==> src/rtl/mem_ctrl.sv <==
// mem_ctrl: single-port byte-wide memory controller arbitrating i-cache line refills and LSB loads/stores.
// Ports:
//   clk, rst (async, active-high), rdy (global enable), rollback (ROB flush)
//   if_en/if_pc -> if_done/if_data             : 64-byte line refill
//   lsb_en/lsb_wr/lsb_addr/lsb_len/lsb_w_data
//     -> lsb_done/lsb_r_data                    : 1/2/4-byte load or store
//   mem_din -> mem_dout/mem_a/mem_wr            : RAM/IO pins (read data lags address by one cycle)
//   io_buffer_full                              : stalls stores that target the IO range
// Macro MEMCTRL_FAIR_ARB_EN: alternate grants when both requesters are pending;
//   undefined, the LSB always wins.
module mem_ctrl #(
  parameter int ICACHE_BLK_BYTES = 64,
  parameter logic [31:0] IO_BASE = 32'h30000
) (
  input  logic                          clk,
  input  logic                          rst,
  input  logic                          rdy,
  input  logic                          rollback,
  input  logic                          if_en,
  input  logic [31:0]                   if_pc,
  output logic                          if_done,
  output logic [8*ICACHE_BLK_BYTES-1:0] if_data,
  input  logic                          lsb_en,
  input  logic                          lsb_wr,
  input  logic [31:0]                   lsb_addr,
  input  logic [2:0]                    lsb_len,
  input  logic [31:0]                   lsb_w_data,
  output logic                          lsb_done,
  output logic [31:0]                   lsb_r_data,
  input  logic [7:0]                    mem_din,
  output logic [7:0]                    mem_dout,
  output logic [31:0]                   mem_a,
  output logic                          mem_wr,
  input  logic                          io_buffer_full
);
  typedef enum logic [2:0] {IDLE, IF_RD, LS_RD, LS_WR, DONE} state_t;
  localparam int CW = $clog2(ICACHE_BLK_BYTES + 2);
  localparam int SW = $clog2(ICACHE_BLK_BYTES);
  state_t state, state_n;
  logic [CW-1:0] cnt, cnt_n, len, len_n;
  logic [31:0] base, base_n, wbuf, wbuf_n, wa, mem_a_n, lsb_r_data_n;
  logic [7:0] mem_dout_n, wbyte;
  logic [8*ICACHE_BLK_BYTES-1:0] if_data_n;
  logic mem_wr_n, if_done_n, lsb_done_n;
  logic pick_ls, go_ls, go_if, stall, wr_go;
`ifdef MEMCTRL_FAIR_ARB_EN
  // last_grant: 1 = LSB, 0 = IF; only the alternating policy consumes it
  logic last_ls;
  always_ff @(posedge clk or posedge rst)
    if (rst) last_ls <= 1'b0;
    else if (rdy & (go_ls | go_if)) last_ls <= go_ls;
  assign pick_ls = lsb_en & (~if_en | ~last_ls);
`else
  assign pick_ls = lsb_en;
`endif
  assign go_ls = state == IDLE & ~rollback & pick_ls;
  assign go_if = state == IDLE & ~rollback & if_en & ~pick_ls;
  // cnt is always 0 in IDLE, so the grant cycle and LS_WR share the write-issue path
  assign wa = (state == IDLE ? lsb_addr : base) + 32'(cnt);
  assign wbyte = 8'((state == IDLE ? lsb_w_data : wbuf) >> {cnt[1:0], 3'b000});
  assign stall = io_buffer_full & wa >= IO_BASE & wa <= 32'h3FFFF;
  assign wr_go = (go_ls & lsb_wr | state == LS_WR & cnt != len) & ~stall;
  always_comb begin
    state_n = state;
    cnt_n = cnt;
    len_n = len;
    base_n = base;
    wbuf_n = wbuf;
    mem_a_n = mem_a;
    mem_dout_n = mem_dout;
    mem_wr_n = 1'b0;
    if_done_n = 1'b0;
    lsb_done_n = 1'b0;
    if_data_n = if_data;
    lsb_r_data_n = lsb_r_data;
    if (wr_go) begin
      mem_a_n = wa;
      mem_dout_n = wbyte;
      mem_wr_n = 1'b1;
      cnt_n = cnt + CW'(1);
    end
    case (state)
      IDLE: if (go_ls | go_if) begin
        base_n = go_ls ? lsb_addr : if_pc;
        len_n = go_ls ? CW'(lsb_len) : CW'(ICACHE_BLK_BYTES);
        wbuf_n = lsb_w_data;
        state_n = go_if ? IF_RD : lsb_wr ? LS_WR : LS_RD;
        if (go_if | ~lsb_wr) begin
          mem_a_n = base_n;
          cnt_n = CW'(1);
        end
        if (go_ls & ~lsb_wr) lsb_r_data_n = 32'h0;
      end
      // cnt counts addresses issued; the byte for address k is on mem_din when cnt = k+2
      IF_RD, LS_RD: if (rollback) begin
        state_n = IDLE;
        cnt_n = '0;
      end else begin
        if (cnt < len) mem_a_n = base + 32'(cnt);
        if (cnt >= CW'(2)) begin
          if (state == IF_RD) if_data_n[{SW'(cnt - CW'(2)), 3'b000} +: 8] = mem_din;
          else lsb_r_data_n[{2'(cnt - CW'(2)), 3'b000} +: 8] = mem_din;
        end
        if (cnt == len + CW'(1)) begin
          if_done_n = state == IF_RD;
          lsb_done_n = state == LS_RD;
          state_n = DONE;
          cnt_n = '0;
        end else cnt_n = cnt + CW'(1);
      end
      LS_WR: if (cnt == len) begin
        lsb_done_n = 1'b1;
        state_n = DONE;
        cnt_n = '0;
      end
      default: state_n = IDLE;
    endcase
  end
  always_ff @(posedge clk or posedge rst)
    if (rst) begin
      state <= IDLE;
      cnt <= '0;
      len <= '0;
      base <= '0;
      wbuf <= '0;
      mem_a <= '0;
      mem_dout <= '0;
      mem_wr <= 1'b0;
      if_done <= 1'b0;
      lsb_done <= 1'b0;
      if_data <= '0;
      lsb_r_data <= '0;
    end else if (rdy) begin
      state <= state_n;
      cnt <= cnt_n;
      len <= len_n;
      base <= base_n;
      wbuf <= wbuf_n;
      mem_a <= mem_a_n;
      mem_dout <= mem_dout_n;
      mem_wr <= mem_wr_n;
      if_done <= if_done_n;
      lsb_done <= lsb_done_n;
      if_data <= if_data_n;
      lsb_r_data <= lsb_r_data_n;
    end else begin
      mem_wr <= 1'b0;
      if_done <= 1'b0;
      lsb_done <= 1'b0;
    end
endmodule

==> config.mk <==
export PLATFORM = sky130hd
export DESIGN_NAME = mem_ctrl
export DESIGN_NICKNAME = d
export VERILOG_FILES = /design/src/rtl/mem_ctrl.sv
export SDC_FILE = /design/constraint.sdc
export NUM_CORES = 2
export LEC_CHECK = 0
export ABC_AREA = 1
export CAP_MARGIN = 0
export CORE_AREA = 2 2 272 274
export CTS_CLUSTER_SIZE = 8
export DETAILED_ROUTE_END_ITERATION = 8
export DIE_AREA = 0 0 274 276
export HOLD_SLACK_MARGIN = 0.06
export PLACE_DENSITY_LB_ADDON = 0.25
export SETUP_SLACK_MARGIN = 0.5
export SLEW_MARGIN = 20
export SYNTH_ARGS = -nofsm -noshare
export SYNTH_HDL_FRONTEND = slang
export SYNTH_SLANG_ARGS = --single-unit
==> constraint.sdc <==
create_clock -name clk -period 23 [get_ports clk]
set_input_delay 3.45 -clock clk [delete_from_list [all_inputs] [get_ports clk]]
set_output_delay 3.45 -clock clk [all_outputs]
set_load 0.02 [all_outputs]
# After elaboration in Yosys (flattened, before gate mapping)
# Index checks and enable logic that the tools add are counted.
dict set report op_classes {
  n_bitwise 17
  mux 43
  n_reduce_logical 8
  shifts 5
  n_lt_le_gt_ge 4
  eq_ne 13
  add_sub_neg 7
}
# operator n
set op_table {}
lappend op_table {{512-bit bitwise mux} 1}
lappend op_table {{8-bit by 11-bit variable shift with 512-bit output, first input constant} 1}
lappend op_table {{8-bit by 11-bit indexed part select with 512-bit output} 1}
lappend op_table {{32-bit two-way mux} 13}
lappend op_table {{32-bit one-hot mux with 2 select lines} 2}
lappend op_table {{32-bit by 7-bit adder with 32-bit output} 2}
lappend op_table {{7-bit two-way mux} 7}
lappend op_table {{32-bit bitwise mux} 1}
lappend op_table {{32-bit by 18-bit >= comparator with 1-bit output, second input constant} 1}
lappend op_table {{32-bit by 18-bit less-or-equal comparator with 1-bit output, second input constant} 1}
lappend op_table {{8-bit by 7-bit variable shift with 32-bit output, first input constant} 1}
lappend op_table {{8-bit by 7-bit indexed part select with 32-bit output} 1}
lappend op_table {{32-bit by 5-bit right shift with 8-bit output} 1}
lappend op_table {{7-bit one-hot mux with 3 select lines} 1}
lappend op_table {{7-bit by 1-bit adder with 7-bit output, second input constant} 2}
lappend op_table {{7-bit == test} 2}
lappend op_table {{3-bit two-way mux} 4}
lappend op_table {{1-bit two-way mux} 11}
lappend op_table {{9-bit negator with 11-bit output} 1}
lappend op_table {{1-bit AND} 10}
lappend op_table {{3-bit one-hot mux with 3 select lines} 1}
lappend op_table {{7-bit by 2-bit >= comparator with 1-bit output, second input constant} 1}
lappend op_table {{7-bit less-than comparator} 1}
lappend op_table {{7-bit != test} 1}
lappend op_table {{19 further kinds} 29}
dict set report word_totals {
  wordCells 109
  reg_bits 668
  in_bits 115
  out_inout_bits 587
}

# Depth between registers and ports, before layout
dict set report logic_depth {
  word_depth 12
  depth_mapped 31
  depth_no_buf 24
}

# Worst setup path before layout
# No wires, ideal clock.
dict set report synth_path {
  path_kind {input port to flip-flop}
  startpoint {input port lsb_addr[0]}
  endpoint {register mem_a[5]}
  setup_ns 0.129
  t_arrival_ns 5.766
  path_slack_ns 17.105
  stages 24
  path_cell_list {inv_1 o21ai_0 ha_1 fa_1 nand2_1 nand2_1 nand3b_1 nand2_1 nand2_1 nand2_2 inv_1 nor2_2 nand2_1 nand2_1 nand2_1 nand3_1 nor2_1 nand4_2 nand2_1 buf_4 buf_6 nand2_1 nand3_1 a21oi_1}
}
dict set report synth_via {
  elab_chain_cells 11
  elab_cells_between_ends 14
}
# item line
set synth_lines {}
lappend synth_lines {{start: declaration} 25} ;# input logic [31:0] lsb_addr,
lappend synth_lines {{32-bit two-way mux (*)} 59} ;# assign wa = (state == IDLE ? lsb_addr : base) + 32'(cnt);
lappend synth_lines {{32-bit by 7-bit adder with 32-bit output (*)} 59}
lappend synth_lines {{32-bit by 18-bit >= comparator with 1-bit output} 61} ;# assign stall = io_buffer_full & wa >= IO_BASE & wa <= 32'h3FFFF;
lappend synth_lines {{1-bit AND (2 in a row)} 61}
lappend synth_lines {{1-bit NOT} 62} ;# assign wr_go = (go_ls & lsb_wr | state == LS_WR & cnt != len) & ~stall;
lappend synth_lines {{1-bit AND} 62}
lappend synth_lines {{32-bit two-way mux (*)} 76} ;# if (wr_go) begin
lappend synth_lines {{32-bit two-way mux, on equally long branches} {99, 88}}
lappend synth_lines {{32-bit two-way mux, on equally long branches} {95, 83}}
lappend synth_lines {{32-bit one-hot mux with 2 select lines (*)} 82} ;# case (state)
lappend synth_lines {{end signal: assignment} 139} ;# mem_a <= mem_a_n;
lappend synth_lines {{end: declaration} 32} ;# output logic [31:0] mem_a,
# Mark *: on every way between the ends. The rest lies on a longest branch, timed or not.
# A chain may end at the register's enable or synchronous reset.

# Worst setup path in the final report
dict set report layout_path {
  startpoint {input port lsb_addr[1]}
  endpoint {register mem_dout[7]}
}
dict set report layout_via {
  elab_chain_cells 8
  elab_cells_between_ends 9
}
# item line
set layout_lines {}
lappend layout_lines {{32-bit two-way mux (*)} 59}
lappend layout_lines {{32-bit by 7-bit adder with 32-bit output (*)} 59}
lappend layout_lines {{32-bit by 18-bit >= comparator with 1-bit output} 61}
lappend layout_lines {{1-bit AND} 61}
lappend layout_lines {{1-bit AND (*)} 61}
lappend layout_lines {{1-bit NOT (*)} 62}
lappend layout_lines {{1-bit AND (*)} 62}
lappend layout_lines {{2-bit AND reduction (no line) (*)} --}
lappend layout_lines {{end signal: assignment} 140} ;# mem_dout <= mem_dout_n;
lappend layout_lines {{end: declaration} 31} ;# output logic [7:0] mem_dout,
# Marked as above.

==> impl_results.md <==
- Status: finished clean
- Critical Path RT: around 24 ns
- IO buf count: ~700
- HP Class: reg -> reg
- DRT antenna net count: 0
- Routability cong.: between 0.9 and 1
- Pin count of the biggest net entering global routing: 149
- Post-synthesis sequential area ratio: 0.5307
- Lkg Pwr: roughly 19 nW
- Yosys warns: 0
- # nets final: ~4.6k
- Synth top area share: 0.5307
- GRT Overall Usage: 0.3177
- Routed wire length per instance: about 23 um
- Int Pwr: between 2 and 3 mW
- Die X: around 270 um
- Global route total overflow: 0
- EDFF count, synth: 0
- Asr flop ratio synth: 1.000
- Slew Limit Headroom: 0.2429
- # rows: 99
- Longest Clk Path Bufs: 3
- IO Pins: 702
- Initial antenna violation count: 2
- VDD IR max: 0.00009349 V
- Via Count: a little under 30k
- Worst R2R Start: state[1]
- DP Area: 39030 um^2
- P per Cell Area: 114.7 nW/um^2
- Post-route DRC: 0
- Most area-hungry cell type in the Yosys netlist: dfrtp_1
- Worst reg2reg endpoint: mem_dout[7]
- Drt pass-1 iters: 7
- Clock buffer count from CTS: 93
- TNS Setup: 0 ns
- Crit path DAT: between 7 and 8 ns
- Flop-to-flop setup slack: 17.28 ns
- CTS root buf: clkbuf_16
- Die H: 276 um
- Crit path from: lsb_addr[1]
- Largest fanout on the critical path: 25
- Final period utilization: 0.2967
- Reg clk slew, reported paths: 0.05 ns
- Post-Synthesis Cell Area: between 30000 and 40000 um^2
- Cell count after synthesis: roughly 3.8k
- Avg Cell Area, Syn: 8.256 um^2
- CTS tree: done
- Yosys cell types: 53
- Final setup margin: roughly 16 ns
- Final Hold Fails: 0
- Net Sw Power: roughly 2.1 mW
- Drt total wl: roughly 120000 um
- Core outline area: between 70000 and 80000 um^2
- MaxCap Viol Count: 0
- Cells on worst reg2reg path: 26
- Gate power share: 0.424
- H-tree levels: 3
- Dominant cells by area after synthesis: dfrtp_1 (53%), nand2_1 (12%), o21ai_0 (7.5%), inv_1 (4.2%), o31ai_1 (4.2%)
- Fmax: between 100 and 150 MHz
- Sw frac: 0.4414
- Endpoint class of the critical path: flop
- Num Clock Sinks: 665
- Clock Power Share: 0.263
- Setup crit end: mem_dout[7]
- Worst setup SP type: primary input
- Number of global-route vias before repair: approximately 29k
- Share of post-route cells with drive strength above 1: 0.04763
- Setup Fix Bufs, Post-CTS: 0
- Final Max Tran Viols: 0
- Initial Utilization: 0.4320
- Hpwl dp: slightly below 90000 um
- Final Cell Area: around 42000 um^2
- Die area: between 70000 and 80000 um^2
- Number of vias per cell: between 5 and 6
- Endpoints failing setup: 0
- Syn_nets: 3943
- Final critical-path required period: about 6.8 ns
- Post_cts resized: 0
- Initial DRC count: about 2.9k
- Latest clock arrival within the worst-skew pair: 0.66 ns
- First-pass GRT wire length: approximately 180000 um
- Worst slew pin tran: ~1.1 ns
- Critical path type: in -> reg
- #FFs+latches synth: approximately 670
- Cells after DPL: about 5.3k
- Hold Buf Count CTS: 0
- Most used DFF post-synth: dfrtp_1
- Dpl ws: about 15 ns
- Area delta synth->final: 32.77%
- Sequential power share: 0.312
- Clock skew: about 0.026 ns
- Util after Layout: 0.5736
- Post-route non-filler standard cell count: around 5.4k
- RSZ-0062 raised after global routing: no
==> how the worst min path moves through the flow <==
stage | from | end | slack (ns) | cells after the start
after CTS | wbuf[14] | wbuf[14] | 0.47 | 2
after global routing | if_data[206] | if_data[206] | 0.49 | 2
after floorplan | wbuf[10] | wbuf[10] | 0.44 | 2
after detailed placement | wbuf[14] | wbuf[14] | 0.45 | 2
final | wbuf[10] | wbuf[10] | 0.47 | 2
after global placement | wbuf[14] | wbuf[14] | 0.45 | 2
==> stage by stage <==
step / power (mW) / hold WS [ns]
after floorplan: 2.723 / 0.4367
after global placement: 3.490 / 0.4487
after detailed placement: 3.509 / 0.4536
after CTS: 4.777 / 0.4667
after global routing: 5.049 / 0.4924
final: 4.777 / 0.4663
==> state kept, by name (all words and copies together), names as in the netlist <==
signal	flops
base	32
if_data	512
len	4
mem_a	32
mem_wr	1
lsb_r_data	32
if_done	1
mem_dout	8
lsb_done	1
wbuf	32
state	3
cnt	7
==> power groups by stage <==
stage / clock network (mW) / registers (mW) / logic, mW
2_1_floorplan: 0 / 1.60 / 1.12
3_3_place_gp: 0 / 1.50 / 1.99
3_5_place_dp: 0 / 1.50 / 2.01
4_1_cts: 1.27 / 1.49 / 2.02
5_1_grt: 1.33 / 1.51 / 2.21
6_report: 1.26 / 1.49 / 2.03
==> cells in the mapped netlist (3+ instances only) <==
library cell	number
a221oi_1	3
a21oi_1	129
nand3_1	181
nand2_2	11
nand4_1	15
nor2_4	5
ha_1	28
a31oi_1	5
inv_1	352
a311oi_1	3
xor2_1	22
buf_4	12
mux2i_1	34
a211oi_1	4
buf_1	10
or2_2	5
clkbuf_1	126
nand2_1	1031
o211ai_1	11
nor2_2	13
clkinv_1	9
o21ai_1	11
nand3_2	4
inv_2	12
o22ai_1	10
nor3_1	41
nand3b_1	11
nor4_1	8
buf_6	8
o21ai_0	471
dfrtp_1	665
nor2_1	315
o31ai_1	174
buf_2	33
==> critical path, stage by stage <==
cell,delay [ns]
clkdlybuf4s50_1,0.57
inv_1,0.09
o21ai_0,0.32
fa_1,0.27
nand2_1,0.07
nand2_1,0.08
nand3b_1,0.08
nand2_1,0.12
nand2_1,0.08
nand2_2,0.13
inv_1,0.10
nor2_1,0.22
nand2_1,0.09
nand2_1,0.08
nand3_1,0.08
nor2_1,0.14
nand4_2,0.14
nand2_2,0.50
buf_4,0.42
nor2_4,0.11
o211ai_1,0.11
nand2_1,0.07
==> cell usage in the layout, fill, tap and decap left out, types with 3 or more instances in the layout <==
master	n
o211ai_1	11
a21oi_1	129
mux2i_1	34
nand3b_1	11
clkinv_16	4
nand4_1	15
clkinv_1	8
ha_1	28
a221oi_1	3
or2_2	5
a311oi_1	3
o31ai_1	174
inv_1	348
nand2_1	1029
nand3_2	4
dfrtp_1	665
o21ai_1	10
nor4_1	8
o22ai_1	10
a211oi_1	4
a31oi_1	5
xor2_1	22
nor2_4	5
nand2_2	13
nor2_2	15
nor2_1	313
inv_2	15
buf_4	36
clkdlybuf4s50_1	700
nor3_1	40
o21ai_0	471
nand3_1	181
clkbuf_16	95
==> routing by layer <==
metal	wire [um]	global-route usage	up-vias
met4	6245	0.1490	0
li1	-	-	13690
met1	48950	0.4103	14360
met5	0	0	-
met2	57000	0.5134	1390
met3	9969	0.06253	281
==> cells by family after synthesis <==
group           Yosys count  share of synthesized area
simple gates           1651                     0.2168
compound gates          831                     0.1501
flops                   665                     0.5307
buf+inv                 562                    0.07194
mux                      34                    0.01085
fa+ha+maj                30                    0.01245
xor+xnor                 25                   0.007222
==> layout make-up <==
cell class                 count  area, um^2
fill                        6639       30950
sequential                   665       16640
multi-input combinational   2571       12490
timing repair buffer         739        7330
clock buffer                  97        2395
inverter                     373        1409
tap                          959        1200
clock inverter                 6       170.2
antenna                        2       5.005
Power figures use the tool's default switching activity.
